<file path="src/rtl/uart_rpm_cmd_decoder_pkg.sv">
// Shared command bytes, decoder state encoding and record-size helper
// for the UART target-RPM command decoder.
package uart_rpm_cmd_decoder_pkg;

    localparam logic [7:0] CMD_SET_DEF   = 8'h91;
    localparam logic [7:0] CMD_RET_DEF   = 8'hFF;
    localparam logic [7:0] CMD_ESTOP_DEF = 8'hA5;

    typedef enum logic [1:0] {
        ST_IDLE = 2'd0,
        ST_CHN  = 2'd1,
        ST_DATA = 2'd2,
        ST_CSUM = 2'd3
    } state_t;

    // Number of whole bytes needed to carry a setpoint of dw bits.
    function automatic int calc_nb(input int dw);
        return (dw + 7) / 8;
    endfunction

endpackage

</file>
<file path="src/rtl/uart_rpm_cmd_decoder_timer.sv">
// Inter-byte timeout counter: counts enabled idle cycles since the last
// clear and pulses o_expire on the TIMEOUT_CYC-th one.
module uart_frame_timer #(
    parameter int TIMEOUT_CYC = 50000
) (
    input  logic clk,
    input  logic rstn,
    input  logic i_clear,
    input  logic i_enable,
    output logic o_expire
);

    localparam int CW = $clog2(TIMEOUT_CYC + 1);

    logic [CW-1:0] r_cnt;

    // A clear on the expiry cycle suppresses the pulse, so an arriving byte wins.
    assign o_expire = i_enable && !i_clear && (r_cnt == CW'(TIMEOUT_CYC - 1));

    always_ff @(posedge clk or negedge rstn) begin
        if (!rstn) begin
            r_cnt <= '0;
        end else if (i_clear || !i_enable || o_expire) begin
            r_cnt <= '0;
        end else begin
            r_cnt <= r_cnt + 1'b1;
        end
    end

endmodule

</file>
<file path="src/rtl/uart_rpm_cmd_decoder.sv">
// Decodes host UART command records into per-channel signed target-RPM
// updates, stop flags and a saturating rejected-record counter.
module uart_rpm_cmd_decoder
    import uart_rpm_cmd_decoder_pkg::*;
#(
    parameter int         DATA_WIDTH  = 16,
    parameter int         NUM_CHN     = 4,
    parameter int         CHN_WIDTH   = 3,
    parameter int         MIN_RPM     = 4,
    parameter int         TIMEOUT_CYC = 50000,
    parameter logic [7:0] CMD_SET     = CMD_SET_DEF,
    parameter logic [7:0] CMD_RET     = CMD_RET_DEF,
    parameter logic [7:0] CMD_ESTOP   = CMD_ESTOP_DEF
) (
    input  logic                  clk,
    input  logic                  rstn,
    input  logic                  rx_valid_i,
    input  logic [7:0]            rx_data_i,
    output logic                  tr_valid_o,
    output logic [CHN_WIDTH-1:0]  tr_chn_o,
    output logic [DATA_WIDTH-1:0] tr_data_o,
    output logic [NUM_CHN-1:0]    stop_o,
    output logic                  brake_o,
    output logic [7:0]            err_cnt_o,
    output logic                  busy_o,
    output logic [1:0]            dbg_state_o
);

    localparam int NB  = calc_nb(DATA_WIDTH);
    localparam int DW8 = NB * 8;
    localparam logic signed [DATA_WIDTH-1:0] MIN_POS = DATA_WIDTH'(MIN_RPM);
    localparam logic signed [DATA_WIDTH-1:0] MIN_NEG = DATA_WIDTH'(-MIN_RPM);

    state_t         r_state, w_next;
    logic [7:0]     r_chn;
    logic [7:0]     r_csum;
    logic [DW8-1:0] r_data;
    logic [3:0]     r_bcnt;

    logic w_expire, w_timer_en;
    logic w_load_chn, w_shift, w_check, w_estop, w_abort;
    logic w_accept, w_reject;
    logic signed [DATA_WIDTH-1:0] w_setp;
    logic w_dead;

    assign w_timer_en = (r_state == ST_DATA) || (r_state == ST_CSUM);

    uart_frame_timer #(.TIMEOUT_CYC(TIMEOUT_CYC)) u_timer (
        .clk      (clk),
        .rstn     (rstn),
        .i_clear  (rx_valid_i),
        .i_enable (w_timer_en),
        .o_expire (w_expire)
    );

    always_ff @(posedge clk or negedge rstn) begin
        if (!rstn) r_state <= ST_IDLE;
        else       r_state <= w_next;
    end

    always_comb begin
        w_next     = r_state;
        w_load_chn = 1'b0;
        w_shift    = 1'b0;
        w_check    = 1'b0;
        w_estop    = 1'b0;
        w_abort    = 1'b0;
        case (r_state)
            ST_IDLE: if (rx_valid_i) begin
                if (rx_data_i == CMD_SET)        w_next = ST_CHN;
                else if (rx_data_i == CMD_ESTOP) w_estop = 1'b1;
            end
            ST_CHN: if (rx_valid_i) begin
                if (rx_data_i == CMD_RET) begin
                    w_next = ST_IDLE;
                end else if (rx_data_i == CMD_ESTOP) begin
                    w_estop = 1'b1;
                    w_next  = ST_IDLE;
                end else begin
                    w_load_chn = 1'b1;
                    w_next     = ST_DATA;
                end
            end
            ST_DATA: if (rx_valid_i) begin
                w_shift = 1'b1;
                if (r_bcnt == 4'(NB - 1)) w_next = ST_CSUM;
            end else if (w_expire) begin
                w_abort = 1'b1;
                w_next  = ST_CHN;
            end
            ST_CSUM: if (rx_valid_i) begin
                w_check = 1'b1;
                w_next  = ST_CHN;
            end else if (w_expire) begin
                w_abort = 1'b1;
                w_next  = ST_CHN;
            end
            default: w_next = ST_IDLE;
        endcase
    end

    assign w_setp   = r_data[DATA_WIDTH-1:0];
    // Strict signed bounds keep the most negative value out of the dead zone.
    assign w_dead   = (w_setp < MIN_POS) && (w_setp > MIN_NEG);
    assign w_accept = w_check && (rx_data_i == r_csum) && (r_chn < 8'(NUM_CHN));
    assign w_reject = (w_check && !w_accept) || w_abort;

    always_ff @(posedge clk or negedge rstn) begin
        if (!rstn) begin
            r_chn      <= '0;
            r_csum     <= '0;
            r_data     <= '0;
            r_bcnt     <= '0;
            tr_valid_o <= 1'b0;
            tr_chn_o   <= '0;
            tr_data_o  <= '0;
            stop_o     <= '1;
            err_cnt_o  <= '0;
        end else begin
            tr_valid_o <= w_accept;
            tr_chn_o   <= w_accept ? r_chn[CHN_WIDTH-1:0] : '0;
            tr_data_o  <= w_accept ? w_setp : '0;
            if (w_load_chn) begin
                r_chn  <= rx_data_i;
                r_csum <= rx_data_i;
                r_bcnt <= '0;
            end
            if (w_shift) begin
                r_data <= (r_data << 8) | DW8'(rx_data_i);
                r_csum <= r_csum ^ rx_data_i;
                r_bcnt <= r_bcnt + 1'b1;
            end
            if (w_estop) begin
                stop_o <= '1;
            end else if (w_accept) begin
                for (int i = 0; i < NUM_CHN; i++) begin
                    if (r_chn == 8'(i)) stop_o[i] <= w_dead;
                end
            end
            if (w_reject && (err_cnt_o != 8'hFF)) err_cnt_o <= err_cnt_o + 1'b1;
        end
    end

    assign brake_o     = &stop_o;
    assign busy_o      = (r_state != ST_IDLE);
    assign dbg_state_o = r_state;

endmodule

</file>
<file path="config.mk">
export PLATFORM = sky130hd
export DESIGN_NAME = uart_rpm_cmd_decoder
export DESIGN_NICKNAME = d
export VERILOG_FILES = /design/src/rtl/uart_rpm_cmd_decoder_pkg.sv /design/src/rtl/uart_rpm_cmd_decoder_timer.sv /design/src/rtl/uart_rpm_cmd_decoder.sv
export SDC_FILE = /design/constraint.sdc
export NUM_CORES = 1
export LEC_CHECK = 0
export CAP_MARGIN = 15
export CORE_MARGIN = 5
export CORE_UTILIZATION = 55
export CTS_BUF_LIST = sky130_fd_sc_hd__clkbuf_8 sky130_fd_sc_hd__clkbuf_16
export CTS_CLUSTER_DIAMETER = 50
export CTS_CLUSTER_SIZE = 10
export DETAILED_ROUTE_END_ITERATION = 8
export PLACE_DENSITY = 0.75
export SKIP_CTS_REPAIR_TIMING = 1
export SLEW_MARGIN = 20
export SYNTH_ARGS = -nofsm -noshare
export SYNTH_HDL_FRONTEND = slang
export SYNTH_SLANG_ARGS = --single-unit
</file>
<file path="constraint.sdc">
create_clock -name clk -period 3.2 [get_ports clk]
set_clock_uncertainty 0.2 [all_clocks]
set_input_delay 0.64 -clock clk [delete_from_list [all_inputs] [get_ports clk]]
set_output_delay 0.64 -clock clk [all_outputs]
set_load 0.01 [all_outputs]
</file>
==> out/qor.yml <==
yosysWarnings: 0
end_kind: "flop"
critPathLaunchType: "primary input"
ir_drop_uv: 337
synth_nets: 390
row_count: 30
nNetsFinal: 444
yosys_register_bits: 86
place_ws_ps: 182
final_common_cell: "dfrtp_1"
htreeDepth: 3
die_h_um: 94.0
place_inst: 514
seq_area_frac_synth: 0.556
multi_input_area_um2: 1600
fin_crit_ps: 2680
clk_pin_slew_ps: 80
postSynthCellCount: 375
grt_pass1_wl_mm: 12.7
clock_path_buffers: 2
fin_crit_sh: 0.837
fillers: 537
ant_nets: 0
tns_ps: 0
wire_per_inst_um: 13.8
crit_type: "primary input to flop"
cp_max_fo: 15
grt_pass1_vias: 2775
insertion_delay_ps: 340
cp.buffers_inverters: 1
ys_types: 44
worst_slew_pin_slew_ps: 742
powerDensity_nw_per_um2: 698
report.final.slew_viol_count: 0
coreArea_um2: 6830
cpPeakStageDelay_ps: 530
start_util: 0.568
layout_setup_ws_ps: 520
required_ps: 3230
cts_sinks: 86
die-area_um2: 8830
numCtsBuffers: 9
crit_chain: "clkdlybuf4s50_1 -> or3_1 -> or4_4 -> nand4_4 -> mux2_2"
fmax_ghz: 0.373
worstPathArrival_ps: 2710
rsz0062_at_grt: "no"
cts_tree: "yes"
most-common-layout-cells: "82 x dfrtp_1, 61 x nand2_1, 45 x clkdlybuf4s50_1"
setup_violations: 0
ioPinCount: 47
final_cells: 530
hpwl_mm: 5.11
crit_family: "simple AND/OR/NAND/NOR gates"
grt_util_all_layers: 0.182
crit_slowest_cell: "or4_4"
grt_overflow: 0
drc: 0
antenna_found_initial: 0
hold_path.class: "primary input to async pin"
p_leak_nw: 2.02
slew_headroom: 0.506
drive_gt1_frac: 0.111
cts_root_buf: "clkbuf_8"
status: "finished, final reports clean"
area_growth_pct: 21.3
die_w_um: 94.0
drt_iter0_drc: 125
drt-total-wl_mm: 7.33
fin_hold_ws_ps: 145
drt_first_pass_iters: 6
grt_max_degree: 87
finalHoldViolCount: 0
power.total_mw: 3.29
netlist_area_um2: 3880
synth_area_per_cell_um2: 10.3
cap_violations: 0
diodes: 0
vias: 2814
place.gp.congestion: 0.800
register_area_um2: 2160
io_buffers: 46
vias_per_cell: 5.31
worst paths after layout:
| kind | from | end | slack, ps | cells after the start |
|---|---|---|---|---|
| max | rx_data_i[1] | r_chn[2]$_DFFE_PN0P_ | 520 | 5 |
| max reg2reg | u_timer.r_cnt[0]$_DFF_PN0_ | err_cnt_o[1]$_DFFE_PN0P_ | 940 | 6 |
| min | rstn | err_cnt_o[7]$_DFFE_PN0P_ | 150 | 1 |
| min reg2reg | u_timer.r_cnt[0]$_DFF_PN0_ | u_timer.r_cnt[0]$_DFF_PN0_ | 300 | 1 |
| min in group clk | u_timer.r_cnt[0]$_DFF_PN0_ | u_timer.r_cnt[0]$_DFF_PN0_ | 300 | 1 |
| max in group asynchronous | rstn | r_csum[6]$_DFFE_PN0P_ | 2160 | 1 |
cells in the mapped netlist, drive strengths merged:
master / n / area (µm²)
dfrtp: 82 / 2050
nand2: 61 / 229
nor2: 29 / 109
nand3: 28 / 140
xnor2: 23 / 201
a21oi: 19 / 95.1
and2: 19 / 119
nand4: 14 / 103
o21ai: 13 / 65.1
clkbuf: 12 / 55.1
mux2: 9 / 101
xor2: 7 / 61.3
inv: 5 / 18.8
nor4: 5 / 37.5
buf: 4 / 50.1
dfstp: 4 / 105
ha: 4 / 50.1
nor3: 4 / 20.0
and3: 3 / 18.8
mux2i: 3 / 30.0
nand3b: 3 / 22.5
or3: 3 / 18.8
a311oi: 2 / 17.5
a31oi: 2 / 12.5
nor2b: 2 / 20.0
nor3b: 2 / 15.0
nor4bb: 2 / 20.0
a41o: 1 / 10.0
and4: 1 / 8.76
conb: 1 / 3.75
nand4b: 1 / 8.76
nand4bb: 1 / 11.3
nor4b: 1 / 8.76
o211ai: 1 / 7.51
o31ai: 1 / 7.51
o41ai: 1 / 8.76
or2: 1 / 6.26
or4: 1 / 11.3
kinds of logic (layout without fill, tap and decap cells):
group	Yosys count	count (layout)	share of synthesized area
simple gates	181	181	0.239
compound gates	40	40	0.0577
mux	12	12	0.0339
other cells	1	1	0.000967
fa+ha+maj	4	4	0.0129
xor+xnor	30	30	0.0677
flops	86	86	0.556
buf+inv	21	80	0.0319
cell type report:
| class | instances | area share |
|---|---|---|
| multi-input cells | 268 | 0.341 |
| clock buffers | 12 | 0.0351 |
| well taps | 96 | 0.0255 |
| inverters | 5 | 0.00399 |
| clock inverters | 4 | 0.0146 |
| repair buffers | 59 | 0.122 |
| flip-flops and latches | 86 | 0.458 |
layer usage:
metal | up-vias | global-route usage | share of wire
li1 | 1386 | - | -
met1 | 1361 | 0.235 | 0.45
met2 | 55 | 0.298 | 0.50
met3 | 12 | 0.0385 | 0.036
met4 | 0 | 0.0770 | 0.016
met5 | - | 0 | 0
sequential cells by signal, summed over array words and instances (netlist names), 4 cells and up:
name,count
u_timer.r_cnt,16
r_bcnt,4
r_chn,8
stop_o,4
r_csum,8
err_cnt_o,8
r_data,16
tr_data_o,16
metrics by stage:
stage / utilization / area (µm²)
6_report: 0.689 / 4710
5_1_grt: 0.689 / 4710
4_1_cts: 0.688 / 4700
3_5_place_dp: 0.654 / 4470
3_3_place_gp: 0.654 / 4470
2_1_floorplan: - / 3880
report_power, final:
group / leakage, nW / internal [mW] / switching [mW]
Clock: 0.124 / 0.500 / 0.354
Sequential: 1.13 / 1.33 / 0.286
Combinational: 0.772 / 0.407 / 0.412
No activity file was read; power rests on OpenSTA's default activity.
